## src/rtl/adc_pkg.sv

```systemverilog
// adc_pkg -- shared constants, FSM state type and helper functions for the
// ADC event packer.
//
// Contents:
//   NCH, ADC_W, WORD_W, IDX_W, CNT_W   geometry of the snapshot and word stream
//   HDR_TAG_DEF / TRL_TAG_DEF          default tag nibbles for header/trailer
//   state_t                            packer FSM states
//   popcount()                         set-bit count of a channel mask
//   next_ch()                          lowest enabled channel at or above a start index
package adc_pkg;

  localparam int NCH    = 16;  // channels per snapshot
  localparam int ADC_W  = 12;  // bits per channel sample
  localparam int WORD_W = 16;  // output word width
  localparam int IDX_W  = 4;   // channel index width
  localparam int CNT_W  = 12;  // event / drop counter width

  localparam logic [3:0] HDR_TAG_DEF = 4'hA;
  localparam logic [3:0] TRL_TAG_DEF = 4'hF;

  localparam logic [CNT_W-1:0] CNT_MAX = '1;

  typedef enum logic [1:0] {
    S_IDLE = 2'd0,
    S_HDR  = 2'd1,
    S_DATA = 2'd2,
    S_TRL  = 2'd3
  } state_t;

  // Number of enabled channels; 5 bits so that a full mask (16) fits.
  function automatic logic [4:0] popcount(input logic [NCH-1:0] mask);
    logic [4:0] n;
    n = '0;
    for (int i = 0; i < NCH; i++) begin
      n = n + 5'(mask[i]);
    end
    return n;
  endfunction

  // Lowest channel index >= start whose mask bit is set. Bit 4 of the result
  // is set (value 16) when no such channel exists, which ends the data phase.
  function automatic logic [4:0] next_ch(input logic [NCH-1:0] mask,
                                         input logic [4:0]     start);
    logic [4:0] r;
    r = 5'd16;
    for (int i = NCH - 1; i >= 0; i--) begin
      if (mask[i] && (5'(i) >= start)) begin
        r = 5'(i);
      end
    end
    return r;
  endfunction

endpackage

```

## src/rtl/adc_event_packer_if.sv

```systemverilog
// adc_event_packer_if -- valid/ready word stream from the packer to readout.
//
// Signals:
//   out_data   [15:0]  packed word (header, channel word or trailer)
//   out_valid          out_data holds a word
//   out_ready          consumer accepts the word when out_valid & out_ready
// Modports:
//   master  driven by the packer
//   slave   used by the readout logic / testbench
interface adc_event_packer_if;
  import adc_pkg::*;

  logic [WORD_W-1:0] out_data;
  logic              out_valid;
  logic              out_ready;

  modport master (output out_data, output out_valid, input out_ready);
  modport slave  (input out_data, input out_valid, output out_ready);

endinterface

```

## src/rtl/adc_snapshot_reg.sv

```systemverilog
// adc_snapshot_reg -- 16 x 12-bit capture register with a channel read mux.
//
// Ports:
//   clk       sample clock
//   rst       synchronous active-high reset, clears the snapshot
//   capture   load all channels from ch_data on this clock edge
//   ch_data   [191:0] live channels, CHn at [12n+11:12n]
//   sel       [3:0]   channel to present on sel_data
//   sel_data  [11:0]  snapshot value of channel sel (combinational)
module adc_snapshot_reg
  import adc_pkg::*;
(
  input  logic                   clk,
  input  logic                   rst,
  input  logic                   capture,
  input  logic [NCH*ADC_W-1:0]   ch_data,
  input  logic [IDX_W-1:0]       sel,
  output logic [ADC_W-1:0]       sel_data
);

  logic [ADC_W-1:0] ch_in [NCH];
  logic [ADC_W-1:0] snap  [NCH];

  generate
    for (genvar gi = 0; gi < NCH; gi++) begin : g_slice
      assign ch_in[gi] = ch_data[gi*ADC_W +: ADC_W];
    end
  endgenerate

  always_ff @(posedge clk) begin
    if (rst) begin
      for (int i = 0; i < NCH; i++) begin
        snap[i] <= '0;
      end
    end else if (capture) begin
      for (int i = 0; i < NCH; i++) begin
        snap[i] <= ch_in[i];
      end
    end
  end

  // The mux is combinational so the top can register the selected word in
  // the same cycle it advances the channel index.
  assign sel_data = snap[sel];

endmodule

```

## src/rtl/adc_event_packer.sv

```systemverilog
// adc_event_packer -- snapshots 16 ADC channels on a trigger edge and streams
// them as a framed word sequence: header, channel words, trailer.
//
// Ports:
//   clk        ADC sample clock
//   rst        synchronous active-high reset (aborts any frame in flight)
//   ch_data    [191:0] live channels, CHn at [12n+11:12n]
//   conf_end   ADC configuration finished
//   des_run    deserializers running
//   trig       capture request; only its rising edge matters
//   ch_mask    [15:0] channel enable mask (only with ADC_CHMASK_EN)
//   out_if     master side of the valid/ready word stream
//   busy       high from capture until the trailer is accepted
//   event_cnt  [11:0] frames completed, wraps
//   drop_cnt   [11:0] triggers ignored (busy or not armed), saturates
//
// Word formats:
//   header   {HDR_TAG, event_cnt}
//            with ADC_CHMASK_EN: {HDR_TAG, popcount(mask), event_cnt[6:0]}
//   channel  {channel index, 12-bit sample}
//   trailer  {TRL_TAG, drop_cnt as seen when the trailer is loaded}
//
// Build option: define ADC_CHMASK_EN to add ch_mask; only enabled channels
// are emitted, in ascending order, and an all-zero mask goes header->trailer.
module adc_event_packer
  import adc_pkg::*;
#(
  parameter logic [3:0] HDR_TAG = HDR_TAG_DEF,
  parameter logic [3:0] TRL_TAG = TRL_TAG_DEF
) (
  input  logic                 clk,
  input  logic                 rst,
  input  logic [NCH*ADC_W-1:0] ch_data,
  input  logic                 conf_end,
  input  logic                 des_run,
  input  logic                 trig,
`ifdef ADC_CHMASK_EN
  input  logic [NCH-1:0]       ch_mask,
`endif
  adc_event_packer_if.master   out_if,
  output logic                 busy,
  output logic [CNT_W-1:0]     event_cnt,
  output logic [CNT_W-1:0]     drop_cnt
);

  state_t            state;
  logic [IDX_W-1:0]  idx;
  logic [WORD_W-1:0] out_data;
  logic              out_valid;
  logic              trig_d;

  logic              armed;
  logic              trig_rise;
  logic              capture;
  logic              handshake;
  logic [NCH-1:0]    mask;
  logic [4:0]        scan_from;
  logic [4:0]        nxt;
  logic [ADC_W-1:0]  sel_data;
  logic [WORD_W-1:0] hdr_word;

  assign armed     = conf_end & des_run;
  assign trig_rise = trig & ~trig_d;
  assign capture   = (state == S_IDLE) && trig_rise && armed;
  assign handshake = out_valid & out_if.out_ready;

`ifdef ADC_CHMASK_EN
  // Mask is frozen together with the snapshot so a frame is self-consistent.
  always_ff @(posedge clk) begin
    if (rst) begin
      mask <= '0;
    end else if (capture) begin
      mask <= ch_mask;
    end
  end
  assign hdr_word = {HDR_TAG, popcount(ch_mask), event_cnt[6:0]};
`else
  assign mask     = '1;
  assign hdr_word = {HDR_TAG, event_cnt};
`endif

  // From the header the scan starts at channel 0; in the data phase it starts
  // just past the channel currently on the bus. idx=15 gives 16, i.e. done.
  assign scan_from = (state == S_DATA) ? ({1'b0, idx} + 5'd1) : 5'd0;
  assign nxt       = next_ch(mask, scan_from);

  adc_snapshot_reg u_snap (
    .clk      (clk),
    .rst      (rst),
    .capture  (capture),
    .ch_data  (ch_data),
    .sel      (nxt[IDX_W-1:0]),
    .sel_data (sel_data)
  );

  always_ff @(posedge clk) begin
    if (rst) begin
      state     <= S_IDLE;
      idx       <= '0;
      out_data  <= '0;
      out_valid <= 1'b0;
      busy      <= 1'b0;
      event_cnt <= '0;
      drop_cnt  <= '0;
      trig_d    <= 1'b0;
    end else begin
      trig_d <= trig;

      // Any edge that does not start a frame is a drop, including one that
      // coincides with the trailer handshake (the FSM is still in TRL).
      if (trig_rise && !capture && (drop_cnt != CNT_MAX)) begin
        drop_cnt <= drop_cnt + 1'b1;
      end

      case (state)
        S_IDLE: begin
          if (capture) begin
            state     <= S_HDR;
            busy      <= 1'b1;
            out_valid <= 1'b1;
            out_data  <= hdr_word;
          end
        end

        S_HDR, S_DATA: begin
          if (handshake) begin
            if (nxt[4]) begin
              state    <= S_TRL;
              out_data <= {TRL_TAG, drop_cnt};
            end else begin
              state    <= S_DATA;
              idx      <= nxt[IDX_W-1:0];
              out_data <= {nxt[IDX_W-1:0], sel_data};
            end
          end
        end

        S_TRL: begin
          if (handshake) begin
            state     <= S_IDLE;
            out_valid <= 1'b0;
            busy      <= 1'b0;
            event_cnt <= event_cnt + 1'b1;
          end
        end

        default: begin
          state     <= S_IDLE;
          out_valid <= 1'b0;
          busy      <= 1'b0;
        end
      endcase
    end
  end

  assign out_if.out_data  = out_data;
  assign out_if.out_valid = out_valid;

endmodule

```

## src/flat_wrapper.sv

```systemverilog
// flat-port wrapper written by rule: the top's interface ports become plain ports
module adc_event_packer_flat import adc_pkg::*;
#(
  parameter logic [3:0] HDR_TAG = HDR_TAG_DEF,
  parameter logic [3:0] TRL_TAG = TRL_TAG_DEF
)
  (clk, rst, ch_data, conf_end, des_run, trig, busy, event_cnt, drop_cnt, out_if_out_data, out_if_out_valid, out_if_out_ready);
  adc_event_packer_if out_if_i ();
  input  logic clk;
  input  logic rst;
  input  logic [NCH*ADC_W-1:0] ch_data;
  input  logic conf_end;
  input  logic des_run;
  input  logic trig;
  output logic busy;
  output logic [CNT_W-1:0] event_cnt;
  output logic [CNT_W-1:0] drop_cnt;
  output wire logic [$bits(out_if_i.out_data)-1:0] out_if_out_data;
  output wire logic [$bits(out_if_i.out_valid)-1:0] out_if_out_valid;
  input wire logic [$bits(out_if_i.out_ready)-1:0] out_if_out_ready;
  assign out_if_out_data = out_if_i.out_data;
  assign out_if_out_valid = out_if_i.out_valid;
  assign out_if_i.out_ready = out_if_out_ready;
  adc_event_packer #(.HDR_TAG(HDR_TAG), .TRL_TAG(TRL_TAG)) u_core (.clk(clk), .rst(rst), .ch_data(ch_data), .conf_end(conf_end), .des_run(des_run), .trig(trig), .out_if(out_if_i), .busy(busy), .event_cnt(event_cnt), .drop_cnt(drop_cnt));
endmodule
```

## config.mk

```make
export PLATFORM = sky130hd
export DESIGN_NAME = adc_event_packer_flat
export DESIGN_NICKNAME = d
export VERILOG_FILES = /design/src/rtl/adc_pkg.sv /design/src/rtl/adc_event_packer_if.sv /design/src/rtl/adc_snapshot_reg.sv /design/src/rtl/adc_event_packer.sv /design/src/flat_wrapper.sv
export SDC_FILE = /design/constraint.sdc
export NUM_CORES = 1
export LEC_CHECK = 0
export CORE_MARGIN = 2
export CORE_UTILIZATION = 36
export CTS_CLUSTER_DIAMETER = 150
export DETAILED_ROUTE_END_ITERATION = 8
export GPL_TIMING_DRIVEN = 1
export PLACE_DENSITY = 0.66
export SYNTH_ARGS = -nofsm -noshare
export SYNTH_HDL_FRONTEND = slang
export SYNTH_HIERARCHICAL = 1
export SYNTH_SLANG_ARGS = --single-unit
```

## constraint.sdc

```tcl
create_clock -name clk -period 7.6 [get_ports clk]
set_input_delay 0.76 -clock clk [delete_from_list [all_inputs] [get_ports clk]]
set_output_delay 0.76 -clock clk [all_outputs]
set_load 0.005 [all_outputs]
```

==> results of run 1 <==
flip-flops by register name, indices dropped and copies added (netlist names):
| register | count |
|---|---|
| u_core/state | 2 |
| u_core/event_cnt | 12 |
| u_core/out_if.out_valid | 1 |
| u_core/drop_cnt | 12 |
| u_core/idx | 4 |
| u_core/u_snap/snap | 192 |
| u_core/out_if.out_data | 16 |
| u_core/trig_d | 1 |
power by group:
group,switching (uW),internal [uW],leakage (uW)
logic,115,154,0.00233
clock network,545,799,0.000443
registers,20.6,1490,0.00238
total,681,2450,0.00516
placed cells by master, fill, tap and decap left out, drive strengths merged, types with 6 or more instances in the layout:
cell type / instances
a21oi: 29
xor2: 6
nand3: 29
and2: 123
nand4: 6
or4: 7
nor2b: 77
ha: 6
a22oi: 26
o31ai: 7
clkinv: 7
clkdlybuf4s50: 238
and3: 6
buf: 8
edfxtp: 192
a221o: 13
dfxtp: 48
mux4: 48
nand2b: 14
clkbuf: 31
inv: 9
o21ai: 10
nor2: 23
nand2: 27
per-stage QoR:
| stage | util | setup slack (ns) |
|---|---|---|
| after floorplan | - | 1.500 |
| after global placement | 0.4522 | 3.923 |
| after detailed placement | 0.4522 | 3.858 |
| after CTS | 0.4824 | 4.211 |
| after global routing | 0.4824 | 4.059 |
| final | 0.4824 | 4.306 |
path summary, 6_finish.rpt:
check             cells past startpoint                                      end                               startpoint
setup / recovery                      9   u_core/out_if.out_data[8]$_SDFFE_PP0P_               u_core/idx[0]$_SDFFE_PP0P_
hold / removal                        2  u_core/out_if.out_data[14]$_SDFFE_PP0P_  u_core/out_if.out_data[14]$_SDFFE_PP0P_
setup reg to reg                      9   u_core/out_if.out_data[8]$_SDFFE_PP0P_               u_core/idx[0]$_SDFFE_PP0P_
hold reg to reg                       2  u_core/out_if.out_data[14]$_SDFFE_PP0P_  u_core/out_if.out_data[14]$_SDFFE_PP0P_
cell families (layout without fill, tap and decap cells):
family | count (synthesis) | after routing
DFF | 240 | 240
and+or+nand+nor | 333 | 333
xor gates and xnor gates | 10 | 10
adders and majority gates | 6 | 6
muxes | 52 | 52
buffers and inverters | 56 | 300
AOI/OAI and AO/OA | 96 | 96
routing by layer:
| metal | wire, um | vias to the layer above | part of all wire |
|---|---|---|---|
| li1 | - | 3433 | - |
| met1 | 12270 | 3504 | 0.45 |
| met2 | 12870 | 248 | 0.47 |
| met3 | 1696 | 39 | 0.062 |
| met4 | 688 | 0 | 0.025 |
| met5 | 0 | - | 0 |
worst register-to-register path, delay by kind of cell, from the launching register on:
kind,cells,cell delay (ns)
buffers and inverters,1,0.70
AO/OA/AOI/OAI,2,0.63
flip-flops,1,0.38
adder cells (fa/ha/maj),1,0.28
multiplexers,1,0.77
AND/OR/NAND/NOR,4,0.43
final cells by class:
cell class,count,area (um2)
fillers,2687,15750
flip-flops and latches,240,6726
multi-input cells,497,4076
repair buffers,246,2442
clock buffers,31,690.7
well taps,396,495.5
clock inverters,18,230.2
inverters,5,18.77
==> impl_metrics.toml, run 1 <==
[sta]
rsz0062_at_grt = "false"
fin_crit_sh = 0.4334
hold_slack_ns = 0.4714
tns_ns = 0
timing.slew.headroom = 0.2377
fin_skew_ns = 0.006705
max_freq_mhz = 303.6
setup_violations = 0
drv_slew = 0
worst_slew_pin_slew_ns = 1.141
period_needed_ns = 3.294
hold_viol = 0

[yosys]
synthArstFlopShare = 0
netlist_instances = 793
synth_xor_area_frac = 0.007917
synth_top_area_cell = "edfxtp_1"
synth_edf_count = 192
synth_seq_cells = 240
yosys.area.top_type_share = 0.5211
yosysSeqAreaShare = 0.6080
synth_most_common_cell = "edfxtp_1"
synth_compound_area_frac = 0.06130
synth_fa_ha_area_frac = 0.006786
synth_commonest_cells = "edfxtp_1 (192), and2_1 (123), nor2b_1 (77), dfxtp_1 (48), clkbuf_1 (33)"
synthSimpleGateAreaFrac = 0.1832
synth.net_count = 997
synthMuxAreaShare = 0.1076
synth_area_per_cell_um2 = 13.95
syn_area_mm2 = 0.01106
yosys_warnings = 6
synth_top_family_by_area = "simple AND/OR/NAND/NOR gates"
synthTopCellsByArea = "edfxtp_1 (52%), dfxtp_1 (8.7%), and2_1 (7.0%)"
synth.distinct_cells = 59
synth_top_flop_cell = "edfxtp_1"

[die]
rows = 64
dieWidth_um = 179.3
core-area_mm2 = 0.03043
dieHeight_um = 179.3
initial_core_util = 0.3636
die_area_mm2 = 0.03215
io_pins = 240

[place]
place_congestion = 0.7979
dpl_cell_area_mm2 = 0.01376
port_buffers = 239
dp_cells = 1384
dp_hpwl_um = 19670

[worst_setup_path]
crit_type = "register to register"
endpoint_kind = "register"
critical_path.slowest_cell = "mux4_1"
path_delay_family = "multiplexers"
ff2ff_setup_slack_ns = 4.31
critPathRequiredTime_ns = 8.03
crit_top_cell = "nand2_1"
path_cells = "ha_1 -> nand3_1 -> nand2_1 -> nor2_4 -> buf_4 -> mux4_1 -> a22oi_1 -> nand2_1 -> a221o_1"
path_buf_inv = 1
cp.arrival_ns = 3.72
worstPathMaxFanout = 48
cp_slowest_stage_delay_ns = 0.71
startpoint_type = "register"

[detailed_routing]
drt_iter0_drc = 496
wl_per_cell_um = 19.21
wirelength_um = 27520
drtAntennaViolNets = 0
firstDrtPassIters = 4
via_per_inst = 5.041
drc = 0
vias = 7224

[cells_and_area]
layout.cells.non_filler = 1433
nNetsFinal = 1221
n_antenna_cell = 0
fin_area_mm2 = 0.01468
area_growth_pct = 32.70
drive_above_1_share = 0.09836

[grt]
grtUsageMet2 = 0.2639
met1_usage = 0.2387
grt_max_degree = 121
grt_util_met3 = 0.03096
grt.busiest_layer = "met2"
overflow = 0
track_usage = 0.1678
grt_pass1_wl_um = 40430
antenna_found_initial = 0
grt_pass1_vias = 7048

[cts]
clk_pin_slew_ns = 0.06
cts_inserted_buffers = 27
post-cts-setup-buffers = 0
cts_tree = "done"
cts_max_level = 1
postCtsHoldBufs = 0
post_cts_resized = 0
cts_sinks = 240
cts.path.max_buffers = 3
clock_latency_ns = 0.54
cts-root-buf = "clkbuf_16"

[hold_path]
hold_path.class = "register to register"

[flow_run]
drv_cap = 0

[status]
status = "complete, no violations"

[power]
power_uw = 3129
p_leak_uw = 0.005156
pwr_density_cell_mw_per_mm2 = 213.1
ir_worst_vdd_mv = 0.1503
Power figures use the tool's default switching activity.
==> inputs of run 2 (changes only) <==
Settings changed: PLACE_DENSITY 0.66 to 0.68.
Clock period 7.6 ns to 2.95 ns, I/O delays scaled along.
==> run 2 against run 1 <==
Against the previous run: via count is 0.82% higher; final area is 0.18% higher; sequential cell count stayed put; global-route usage is 0.60 points higher; hold slack worse by 0.36 ns; register-to-register slack worse by 4.1 ns; die area stayed put; largest cell class unchanged.
==> impl_metrics.toml, run 2 (synthesis results as in run 1) <==
[power]
power_uw = 7747
p_leak_uw = 0.005168
ir_worst_vdd_mv = 0.3967
pwr_density_cell_mw_per_mm2 = 526.8

[cts]
cts_sinks = 240
cts_inserted_buffers = 25
clk_pin_slew_ns = 0.06
cts_tree = "done"
postCtsHoldBufs = 0
cts.path.max_buffers = 3
clock_latency_ns = 0.54
cts_max_level = 1
cts-root-buf = "clkbuf_16"
post_cts_resized = 0
post-cts-setup-buffers = 0

[sta]
timing.slew.headroom = 0.3972
drv_slew = 0
fin_crit_sh = 0.9429
tns_ns = 0
hold_viol = 0
rsz0062_at_grt = "false"
fin_skew_ns = 0.01486
setup_violations = 0
period_needed_ns = 2.782
worst_slew_pin_slew_ns = 0.9023
max_freq_mhz = 359.5

[worst_setup_path]
crit_type = "register to register"
cp.arrival_ns = 3.19
endpoint_kind = "register"
r2r_cells = 9
worstPathMaxFanout = 40
startpoint_type = "register"
crit_top_cell = "nand2_1"
path_cells = "ha_1 -> nand3_1 -> nand2_1 -> nor2_4 -> buf_12 -> mux4_1 -> a22oi_1 -> nand2_1 -> a221o_1"
cp_slowest_stage_delay_ns = 0.62
ff2ff_setup_slack_ns = 0.17
critical_path.slowest_cell = "mux4_1"
regToRegEndpoint = "u_core/out_if.out_data[5]$_SDFFE_PP0P_"
critPathRequiredTime_ns = 3.36
r2r-start = "u_core/idx[1]$_SDFFE_PP0P_"

[detailed_routing]
vias = 7283
drt_iter0_drc = 713
drc = 0
drtAntennaViolNets = 0
firstDrtPassIters = 5
wl_per_cell_um = 19.63
wirelength_um = 28230
via_per_inst = 5.065

[cells_and_area]
regMostFlops = "u_core/u_snap/snap"
top_regs = "u_core/u_snap/snap x192, u_core/out_if.out_data x16"
largest_reg_flops = 192
area_growth_pct = 32.93
fillers = 2636
final_cell_mix = "clkdlybuf4s50_1 (238), edfxtp_1 (192), and2_1 (123)"
nNetsFinal = 1225
drive_above_1_share = 0.09519
layout_commonest_cell = "clkdlybuf4s50_1"

[grt]
grt_pass1_vias = 7149
overflow = 0
grt_pass1_wl_um = 41690
antenna_found_initial = 2
grt_max_degree = 121
track_usage = 0.1738

[hold_path]
whs_endpoint = "u_core/idx[1]$_SDFFE_PP0P_"
hold_path.class = "input port to register"
worstHoldPathCells = 2
hp-start = "rst"

[die]
io_pins = 240
dieWidth_um = 179.3
initial_core_util = 0.3636
dieHeight_um = 179.3
rows = 64
core-area_mm2 = 0.03043
die_area_mm2 = 0.03215

[place]
port_buffers = 239
dp_hpwl_um = 20620
place_congestion = 0.8256

[flow_run]
drv_cap = 0

[status]
status = "complete, no violations"
run 2: metal layers:
layer	share of wire	vias to the layer above	GRT usage
met5	0	-	0
met4	0.020	0	0.04536
met3	0.065	37	0.02396
met2	0.48	285	0.2870
met1	0.43	3518	0.2419
li1	-	3443	-
run 2: worst max-delay path by stage:
stage / end / depth (start not counted) / startpoint
6_report: u_core/out_if.out_data[5]$_SDFFE_PP0P_ / 9 / u_core/idx[1]$_SDFFE_PP0P_
5_1_grt: u_core/out_if.out_data[8]$_SDFFE_PP0P_ / 9 / u_core/idx[1]$_SDFFE_PP0P_
4_1_cts: u_core/out_if.out_data[5]$_SDFFE_PP0P_ / 9 / u_core/idx[1]$_SDFFE_PP0P_
3_5_place_dp: u_core/out_if.out_data[8]$_SDFFE_PP0P_ / 9 / u_core/idx[1]$_SDFFE_PP0P_
3_3_place_gp: u_core/out_if.out_data[8]$_SDFFE_PP0P_ / 9 / u_core/idx[1]$_SDFFE_PP0P_
2_1_floorplan: u_core/u_snap/snap[0][0]$_SDFFCE_PN0P_ / 3 / rst
run 2: through the flow:
step | hold slack (ns) | cells | util | worst slack (ns) | cell area, um2
global placement | 0.4588 | 1390 | 0.4565 | 0.2564 | 13890
finish | 0.1065 | 1438 | 0.4833 | 0.1685 | 14710
detailed placement | 0.4681 | 1390 | 0.4565 | 0.2053 | 13890
CTS | 0.09170 | 1436 | 0.4831 | 0.1733 | 14700
floorplan | 0.4232 | 793 | - | 0.2132 | 11070
global route | 0.1145 | 1438 | 0.4833 | 0.06881 | 14710
run 2: final cells by class:
type                            count  area, um2  share of cell area
Sequential cell                   240       6726              0.4574
Multi-Input combinational cell    497       4076              0.2772
Timing Repair Buffer              252       2575              0.1751
Clock buffer                       29      640.6             0.04356
Tap cell                          396      495.5             0.03369
Clock inverter                     17      168.9             0.01149
Inverter                            5      18.77            0.001276
Antenna cell                        2      5.005           0.0003403
run 2: critical path: cells and delay by family (launching register included):
kind            cells  cell delay [ns]
flops               1             0.34
compound gates      2             0.62
mux                 1             0.62
fa+ha+maj           1             0.24
buf+inv             1             0.26
simple gates        4             0.52
run 2: report_power, final:
| part | switching [uW] | internal, uW | leakage [uW] |
|---|---|---|---|
| registers | 61.8 | 3850 | 0.00238 |
| logic | 304 | 412 | 0.00239 |
| clock network | 1300 | 1820 | 0.000396 |
